==> src/rtl/spi_burst_pkg.sv <==
// rtl/spi_burst_pkg.sv - shared types and constants for the SPI burst controller
package spi_burst_pkg;

   localparam int BYTE_W = 8;

   typedef enum logic [2:0] {
      ST_IDLE,
      ST_LEAD,
      ST_ISSUE,
      ST_WAIT_RX,
      ST_LAG,
      ST_DONE
   } state_t;

endpackage

==> src/rtl/spi_sync_fifo.sv <==
// rtl/spi_sync_fifo.sv - single-clock byte FIFO with occupancy count
module spi_sync_fifo
   import spi_burst_pkg::*;
#(
   parameter int DEPTH = 8
) (
   input  logic                     clk_i,
   input  logic                     rst_ni,
   input  logic                     push_i,
   input  logic [BYTE_W-1:0]        data_i,
   input  logic                     pop_i,
   output logic [BYTE_W-1:0]        data_o,
   output logic [$clog2(DEPTH):0]   count_o,
   output logic                     empty_o
);

   localparam int AW = $clog2(DEPTH);
   localparam logic [AW:0] FULL_CNT = (AW+1)'(DEPTH);

   logic [BYTE_W-1:0] mem_q [DEPTH];
   logic [AW-1:0]     wr_q, wr_d, rd_q, rd_d;
   logic [AW:0]       cnt_q, cnt_d;
   logic              full, push_ok, pop_ok;

   assign full    = (cnt_q == FULL_CNT);
   assign empty_o = (cnt_q == '0);
   assign push_ok = push_i && !full;
   assign pop_ok  = pop_i && !empty_o;
   assign data_o  = mem_q[rd_q];
   assign count_o = cnt_q;

   // Pointers wrap naturally because DEPTH is a power of two
   always_comb begin
      wr_d  = wr_q;
      rd_d  = rd_q;
      cnt_d = cnt_q;
      if (push_ok) wr_d = wr_q + 1'b1;
      if (pop_ok)  rd_d = rd_q + 1'b1;
      if (push_ok && !pop_ok)      cnt_d = cnt_q + 1'b1;
      else if (pop_ok && !push_ok) cnt_d = cnt_q - 1'b1;
   end

   always_ff @(posedge clk_i or negedge rst_ni) begin
      if (!rst_ni) begin
         wr_q  <= '0;
         rd_q  <= '0;
         cnt_q <= '0;
      end else begin
         wr_q  <= wr_d;
         rd_q  <= rd_d;
         cnt_q <= cnt_d;
      end
   end

   always_ff @(posedge clk_i) begin
      if (push_ok) mem_q[wr_q] <= data_i;
   end

endmodule

==> src/rtl/spi_burst_ctrl.sv <==
// rtl/spi_burst_ctrl.sv - chip-select framed byte bursts between host FIFOs and an SPI master
module spi_burst_ctrl
   import spi_burst_pkg::*;
#(
   parameter int DEPTH        = 8,
   parameter int CS_LEAD_CLKS = 2,
   parameter int CS_LAG_CLKS  = 2
) (
   input  logic                     r_clk,
   input  logic                     r_reset,
   input  logic [BYTE_W-1:0]        r_tx_data,
   input  logic                     r_tx_valid,
   output logic                     w_tx_ready,
   input  logic                     r_start,
   input  logic [$clog2(DEPTH):0]   r_len,
   output logic                     w_busy,
   output logic                     w_done,
   output logic                     w_err,
   output logic [BYTE_W-1:0]        w_rx_data,
   output logic                     w_rx_valid,
   input  logic                     r_rx_ready,
   output logic [BYTE_W-1:0]        w_m_data,
   output logic                     w_m_data_ready,
   input  logic                     r_m_ready,
   input  logic                     r_m_done,
   input  logic [BYTE_W-1:0]        r_m_data,
   output logic                     w_cs_n
);

   localparam int LW = $clog2(DEPTH) + 1;
   localparam int CW = $clog2((CS_LEAD_CLKS > CS_LAG_CLKS ? CS_LEAD_CLKS : CS_LAG_CLKS) + 1);
   localparam logic [LW-1:0] FULL_CNT  = LW'(DEPTH);
   localparam logic [LW-1:0] LEN_ONE   = LW'(1);
   localparam logic [CW-1:0] LEAD_LAST = CW'(CS_LEAD_CLKS - 1);
   localparam logic [CW-1:0] LAG_LAST  = CW'(CS_LAG_CLKS - 1);

   state_t            state_q;
   logic [CW-1:0]     cnt_q;
   logic [LW-1:0]     rem_q;
   logic              cs_n_q, m_vld_q, busy_q, done_q, err_q;
   logic [BYTE_W-1:0] m_data_q;

   logic [BYTE_W-1:0] tx_head;
   logic [LW-1:0]     tx_count, rx_count;
   logic              tx_empty, rx_empty;
   logic              issue_ok, rx_push, start_ok;

   assign w_tx_ready     = (tx_count != FULL_CNT);
   assign w_rx_valid     = !rx_empty;
   assign w_cs_n         = cs_n_q;
   assign w_m_data       = m_data_q;
   assign w_m_data_ready = m_vld_q;
   assign w_busy         = busy_q;
   assign w_done         = done_q;
   assign w_err          = err_q;

   // Only one byte is ever in flight, so a free RX slot at issue time guarantees room for its reply
   assign issue_ok = (state_q == ST_ISSUE) && r_m_ready && (rx_count != FULL_CNT) && !tx_empty;
   assign rx_push  = (state_q == ST_WAIT_RX) && r_m_done;
   assign start_ok = (r_len != '0) && (r_len <= tx_count);

   spi_sync_fifo #(.DEPTH(DEPTH)) u_tx_fifo (
      .clk_i   (r_clk),
      .rst_ni  (r_reset),
      .push_i  (r_tx_valid),
      .data_i  (r_tx_data),
      .pop_i   (issue_ok),
      .data_o  (tx_head),
      .count_o (tx_count),
      .empty_o (tx_empty)
   );

   spi_sync_fifo #(.DEPTH(DEPTH)) u_rx_fifo (
      .clk_i   (r_clk),
      .rst_ni  (r_reset),
      .push_i  (rx_push),
      .data_i  (r_m_data),
      .pop_i   (r_rx_ready),
      .data_o  (w_rx_data),
      .count_o (rx_count),
      .empty_o (rx_empty)
   );

   always_ff @(posedge r_clk or negedge r_reset) begin
      if (!r_reset) begin
         state_q  <= ST_IDLE;
         cnt_q    <= '0;
         rem_q    <= '0;
         cs_n_q   <= 1'b1;
         m_data_q <= '0;
         m_vld_q  <= 1'b0;
         busy_q   <= 1'b0;
         done_q   <= 1'b0;
         err_q    <= 1'b0;
      end else begin
         m_vld_q <= 1'b0;
         done_q  <= 1'b0;
         err_q   <= 1'b0;
         case (state_q)
            ST_IDLE: begin
               if (r_start) begin
                  if (start_ok) begin
                     state_q <= ST_LEAD;
                     rem_q   <= r_len;
                     cnt_q   <= '0;
                     cs_n_q  <= 1'b0;
                     busy_q  <= 1'b1;
                  end else begin
                     err_q <= 1'b1;
                  end
               end
            end
            ST_LEAD: begin
               if (cnt_q == LEAD_LAST) state_q <= ST_ISSUE;
               else                    cnt_q   <= cnt_q + 1'b1;
            end
            ST_ISSUE: begin
               if (issue_ok) begin
                  m_data_q <= tx_head;
                  m_vld_q  <= 1'b1;
                  state_q  <= ST_WAIT_RX;
               end
            end
            ST_WAIT_RX: begin
               if (r_m_done) begin
                  rem_q <= rem_q - 1'b1;
                  if (rem_q == LEN_ONE) begin
                     state_q <= ST_LAG;
                     cnt_q   <= '0;
                  end else begin
                     state_q <= ST_ISSUE;
                  end
               end
            end
            ST_LAG: begin
               if (cnt_q == LAG_LAST) begin
                  cs_n_q  <= 1'b1;
                  done_q  <= 1'b1;
                  state_q <= ST_DONE;
               end else begin
                  cnt_q <= cnt_q + 1'b1;
               end
            end
            ST_DONE: begin
               busy_q  <= 1'b0;
               state_q <= ST_IDLE;
            end
            default: state_q <= ST_IDLE;
         endcase
      end
   end

endmodule

==> config.mk <==
export PLATFORM = sky130hd
export DESIGN_NAME = spi_burst_ctrl
export DESIGN_NICKNAME = d
export VERILOG_FILES = /design/src/rtl/spi_burst_pkg.sv /design/src/rtl/spi_sync_fifo.sv /design/src/rtl/spi_burst_ctrl.sv
export SDC_FILE = /design/constraint.sdc
export NUM_CORES = 1
export LEC_CHECK = 0
export BUFFER_PORTS_ARGS = -buffer_cell sky130_fd_sc_hd__buf_4
export CAP_MARGIN = 20
export CELL_PAD_IN_SITES_DETAIL_PLACEMENT = 1
export CELL_PAD_IN_SITES_GLOBAL_PLACEMENT = 1
export CORE_ASPECT_RATIO = 0.9
export CORE_MARGIN = 5
export CORE_UTILIZATION = 52
export DETAILED_ROUTE_END_ITERATION = 8
export GPL_TIMING_DRIVEN = 0
export PLACE_DENSITY = 0.85
export SYNTH_ARGS = -nofsm -noshare
export SYNTH_HDL_FRONTEND = slang
export SYNTH_HIERARCHICAL = 1
export SYNTH_SLANG_ARGS = --single-unit
==> constraint.sdc <==
create_clock -name r_clk -period 3.55 [get_ports r_clk]
set_clock_uncertainty 0.05 [all_clocks]
set_input_delay 0.355 -clock r_clk [delete_from_list [all_inputs] [get_ports r_clk]]
set_output_delay 0.355 -clock r_clk [all_outputs]
set_load 0.02 [all_outputs]
# Word-level counts from Yosys, hierarchy flattened
# Memories as Yosys holds them, arrays and structs flattened. A register that Yosys moved wholly into a read port is not among the register bits.
# Index checks and enable logic that the tools add are counted.
totals:
  ff_bits: 34
  mem_bits_rw: 128
  elab_cells: 125
  memories: 2
mem_list:
  columns: ["name", "words", "word_bits", "rd", "rd_clocked_by_memory_dff", "write_ports", "line_no", "rtl"]
  rows:
  - ["u_rx_fifo.mem_q", 8, 8, 1, 0, 1, "spi_sync_fifo.sv:20", "logic [BYTE_W-1:0] mem_q [DEPTH];"]
  - ["u_tx_fifo.mem_q", 8, 8, 1, 1, 1, "spi_sync_fifo.sv:20", null]
op_classes:
  n_addsub: 10
  magnitude_cmp: 1
  eq_ne: 19
  n_mux: 40
  reduce_logical: 39
op_table:
  columns: ["op", "count"]
  rows:
  - ["$mux 4", 7]
  - ["$mux 3", 7]
  - ["$mux 1", 16]
  - ["$pmux 3 s5", 1]
  - ["$logic_and 1x1->1", 13]
  - ["$add 3x1->3 const B", 4]
  - ["$ne 2x2->1 const B", 6]
  - ["$reduce_and 6->1", 2]
  - ["$sub 4x1->4 const B", 3]
  - ["$mux 2", 5]
  - ["$reduce_bool 2->1", 5]
  - ["$logic_not 1->1", 9]
  - ["$add 4x1->4 const B", 2]
  - ["$eq 4x4->1 const B", 2]
  - ["$logic_not 4->1", 2]
  - ["$ne 4x4->1 const B", 2]
  - ["$pmux 4 s2", 1]
  - ["$reduce_and 4->1", 2]
  - ["$eq 3x2->1 const B", 2]
  - ["$eq 3x3->1 const B", 2]
  - ["$pmux 2 s3", 1]
  - ["$eq 4x1->1 const B", 1]
  - ["$le 4x4->1", 1]
  - ["$ne 2x1->1 const B", 2]
  - ["other kinds (10)", 11]

# Longest topological paths before layout
logic_depth:
  depth_word: 8
  mapped_depth: 11

# By module
# Netlist, hierarchy kept.
modules_own_cells:
  columns: ["mod", "instances", "cells_each", "area_per_inst_um2", "seq_area_each_um2"]
  rows:
  - ["spi_sync_fifo", 2, 156, 3126.7, 2172.1]
  - ["spi_burst_ctrl", 1, 133, 1320.0, 551.8]

# Worst setup path before layout
# OpenSTA, ideal clock, no wires.
synth_path:
  path_kind: "register to register"
  from: "register u_tx_fifo.cnt_q[0], in the netlist u_tx_fifo/count_o[0]"
  to: "register u_tx_fifo.cnt_q[3], in the netlist u_tx_fifo/count_o[3]"
  setup_ns: 0.131
  t_arrival_ns: 2.754
  setup_slack_ns: 0.615
  stages_incl_launch_ff: 12
  cell_sequence: "dfrtp_1 > nor4_1 > nor4b_2 > nand3_2 > inv_1 > o41ai_4 > ha_1 > inv_1 > ha_1 > or4_1 > o211ai_1 > o211ai_1"
synth_via:
  elab_chain_len: 7
synth_lines:
  columns: ["item", "line_no", "rtl"]
  rows:
  - ["start, declared", "spi_sync_fifo.sv:22", "logic [AW:0] cnt_q, cnt_d;"]
  - ["start signal, assigned", "spi_sync_fifo.sv:51", "cnt_q <= cnt_d;"]
  - ["$logic_not 4->1 *", "spi_sync_fifo.sv:26", "assign empty_o = (cnt_q == '0);"]
  - ["net tx_empty", "spi_burst_ctrl.sv:45", "logic tx_empty, rx_empty;"]
  - ["$logic_not 1->1 *", "spi_burst_ctrl.sv:58", "assign issue_ok = (state_q == ST_ISSUE) && r_m_ready && (rx_count != FULL_CNT) && !tx_empty;"]
  - ["$logic_and 1x1->1 *", "spi_burst_ctrl.sv:58", null]
  - ["net issue_ok", "spi_burst_ctrl.sv:46", "logic issue_ok, rx_push, start_ok;"]
  - ["$logic_and 1x1->1 *", "spi_sync_fifo.sv:28", "assign pop_ok = pop_i && !empty_o;"]
  - ["$logic_not 1->1", "spi_sync_fifo.sv:39", "if (push_ok && !pop_ok) cnt_d = cnt_q + 1'b1;"]
  - ["$logic_and 1x1->1", "spi_sync_fifo.sv:39", null]
  - ["$mux 4 or $reduce_bool 2->1 (tied branches)", null, null]
# The timed path passes the listed nets; every way through them passes the cells marked *. The select of a mux whose other input is x is not followed.
# A chain may end at the register's enable or synchronous reset.

# Worst setup path after layout
# Ends and elaborated chain as after synthesis.

==> metrics.md <==
| Metric | Value |
|---|---|
| WS Path Type | reg -> reg |
| Worst-path clk slew | 0.07 ns |
| CTS Root Cell | clkbuf_16 |
| Peak supply drop | 0.000472 V |
| Hold violation total from the final report | 0 |
| CP max stage cell | or4_1 |
| DRC viols | 0 |
| Detailed Routing Iterations Pass 1 | 4 |
| Via count | 4284 |
| Global routing's busiest layer | met2 |
| Cell chain of the critical path | nor4_2 -> nor4b_2 -> buf_4 -> nand3_4 -> inv_1 -> o41ai_4 -> ha_2 -> inv_1 -> ha_1 -> or4_1 -> o211ai_1 -> o211ai_1 |
| Post-synthesis sequential area ratio | 64.6% |
| Commonest register cell after synthesis | edfxtp_1 |
| CTS HTree Levels | 4 |
| Hold_ws | around 0.11 ns |
| Main area contributors after synthesis | edfxtp_1 51%, dfrtp_1 14%, mux4_1 11% |
| Slew Limit Headroom | 30.8% |
| Pwr Total | about 7.5 mW |
| Switch share | 35.1% |
| P_leak | 3.27 nW |
| Final setup viols | 0 |
| Diode count | 0 |
| Top-count cell post-synth | edfxtp_1 |
| DRT Wirelength | ~17000 um |
| Crit Path Max Fanout | 10 |
| Syn nets | ~490 |
| RSZ-0062 raised after global routing | no |
| Startpoint types | flip-flop |
| Via density | 5.92 |
| GR Util met2 | ~37% |
| Crit-path leading delay family | simple AND/OR/NAND/NOR gates |
| P_sw | 2.64 mW |
| Max cap viols | 0 |
| Ys async rst share | 24.7% |
| Placer Congestion | ~0.75 |
| Min-Delay Path Class | in -> reg |
| CTS Buffer Depth | 2 |
| Synthesized area | 7570 sq um |
| Crit path DAT | around 3.7 ns |
| FMAX | 0.293 GHz |
| Post-synth EDFFs | 128 |
| Largest net degree at the start of global routing | 43 |
| Final Slew Violations | 0 |
| Worst-Skew Late Latency | 0.43 ns |
| Core Area | between 10000 and 15000 sq um |
| Top cells by count, synth | 128 x edfxtp_1, 41 x dfrtp_1, 32 x mux2_2, 32 x mux4_1, 22 x nand2_1 |
| Max incr delay on CP | 0.57 ns |
| IO Port Bufs | 49 |
| Initial antenna violation count | 0 |
| Internal | 4.88 mW |
| CTS Buf Count | 17 |
| Remaining antenna violation count after routing | 0 |
| All-layer global routing usage | 21.0% |
| Post-synth top area cell | edfxtp_1 |
| Top-area cell type share of the netlist area | 50.8% |
| Post-synthesis area per instance | about 17 sq um |
| CTS sink cnt | 170 |
| Synth unique cells | 55 |
| WP data required | ~3.8 ns |
| Initial Utilization | 53.5% |
| CP Capture Type | flip-flop |
| Combinational power share | 38.4% |
| First-pass GRT wire length | 26600 um |
| HPWL after DPL | 11500 um |
| Worst Tran Pin Value | slightly above 1 ns |
| Status | finished clean |
| Post-route minimum period | approximately 3.4 ns |
| Clock share of power | a little under a quarter |
| IO Pins | 50 |
| Flops & latches, synth | 170 |
| Seq pwr share | 38.6% |
| Fin area | just under 9000 sq um |
| Tcrit/Tclk final | between 90 and 100% |
| Die Span X | 137 um |
| Layout cells sized above 1 | approximately 28% |
| Die area | 17100 sq um |
| Final net count | 565 |
| Dpl cells | 691 |
| Die height | 124 um |
| GRT Residual Overflow | 0 |
| Yosys warning total | 6 |
| Buf+Inv Stages, Crit Path | 3 |
| CTS tree | yes |
| Num rows | 41 |
| Syn Inst Count | 445 |
| Power per standard cell area | 854 nW/um^2 |
| Placed cell areas | between 8000 and 9000 sq um |
| Final std cells w/o fill | 724 |
| Area growth, synth to finish | 16.3% |
| DR WL/cell | 23.5 um |
| Vias in the first global route | about 4.7k |
| Initial DRC Count | 242 |
| Grt met3 use | between 5 and 6% |
| Routing usage on met1 | 24.9% |
-- placed cells by master, fill, tap and decap left out, types with 11 or more instances in the layout --
master | synthesis | routed
edfxtp_1 | 128 | 128
buf_4 | 2 | 56
dfrtp_1 | 41 | 36
mux2_2 | 32 | 32
mux4_1 | 32 | 32
nand2_1 | 22 | 22
nor2_1 | 21 | 21
inv_1 | 19 | 19
clkbuf_16 | 0 | 17
ha_1 | 17 | 16
a21oi_1 | 11 | 11
xnor2_1 | 11 | 11
-- layer usage --
metal  share of wire (%)  wire length (um)
met3                 3.5               597
met5                   0                 0
met1                  40              6870
met4                0.97               165
met2                  55              9370
-- flip-flops by register name (all words and copies together), names as in the netlist, 2 cells and up --
signal             cells
u_rx_fifo/mem_q       64
u_tx_fifo/mem_q       64
w_m_data               8
rem_q                  4
u_rx_fifo/count_o      4
u_tx_fifo/count_o      4
state_q                3
u_rx_fifo/rd_q         3
u_rx_fifo/wr_q         3
u_tx_fifo/rd_q         3
u_tx_fifo/wr_q         3
cnt_q                  2
-- what timing repair did --
| action | in CTS | in global routing |
|---|---|---|
| endpoints found under the hold margin | 41 | 0 |
| hold buffers | 1 | 0 |
| endpoints found under the setup margin | 1 | 1 |
| gates resized for setup | 3 | 6 |
| pin swaps | 0 | 1 |
| buffers inserted | 0 | 1 |
-- per-stage QoR --
stage / worst slack (ns) / utilization, % / TNS [ns]
after floorplan: 0.615 / - / 0
after global placement: 0.105 / 57.8 / 0
after detailed placement: -0.110 / 58.0 / -0.110
after CTS: 0.0461 / 62.1 / 0
after global routing: 0.0288 / 62.2 / 0
final: 0.135 / 62.2 / 0
-- cell type report --
cell class / instances / area, sq um
Clock inverter: 14 / 125
Sequential cell: 170 / 4900
Tap cell: 193 / 241
Clock buffer: 17 / 425
Timing Repair Buffer: 55 / 415
Inverter: 19 / 71.3
Multi-Input combinational cell: 240 / 2510
Buffer: 16 / 120
Fill cell: 1292 / 5350
-- cells by family after synthesis --
family / Yosys count / share of synthesized area (%)
compound gates: 48 / 4.92
xor+xnor: 13 / 1.50
fa+ha+maj: 19 / 3.34
buf+inv: 35 / 2.53
flops: 170 / 64.6
mux: 68 / 16.4
simple gates: 92 / 6.67
-- worst paths after layout --
kind	start	endpoint	slack (ns)	depth (start not counted)
worst max register to register	u_tx_fifo/count_o[0]	u_tx_fifo/count_o[3]	0.13	12
worst min-delay path	r_m_data[2]	u_rx_fifo/mem_q[2][2]	0.11	1
min in group asynchronous	r_reset	u_tx_fifo/count_o[3]	0.43	2
max in group asynchronous	r_reset	u_rx_fifo/count_o[0]	2.56	2
worst max-delay path	u_tx_fifo/count_o[0]	u_tx_fifo/count_o[3]	0.13	12
worst min register to register	w_cs_n	w_cs_n	0.46	1
-- power by group through the flow --
| stage | clock [mW] | sequential (mW) | combinational, mW |
|---|---|---|---|
| 2_1_floorplan | 0 | 2.88 | 1.95 |
| 3_3_place_gp | 0 | 2.86 | 2.64 |
| 3_5_place_dp | 0 | 2.92 | 2.87 |
| 4_1_cts | 1.77 | 2.90 | 2.91 |
| 5_1_grt | 1.86 | 2.95 | 3.10 |
| 6_report | 1.73 | 2.90 | 2.89 |
-- worst register-to-register path, stage by stage (launching register included) --
cell and delay, ns:
dfrtp_2 0.50, nor4_2 0.41, nor4b_2 0.10, buf_4 0.16
nand3_4 0.19, inv_1 0.13, o41ai_4 0.11, ha_2 0.35
inv_1 0.13, ha_1 0.38, or4_1 0.57, o211ai_1 0.12
o211ai_1 0.11
(Power assumes the default switching activity.)
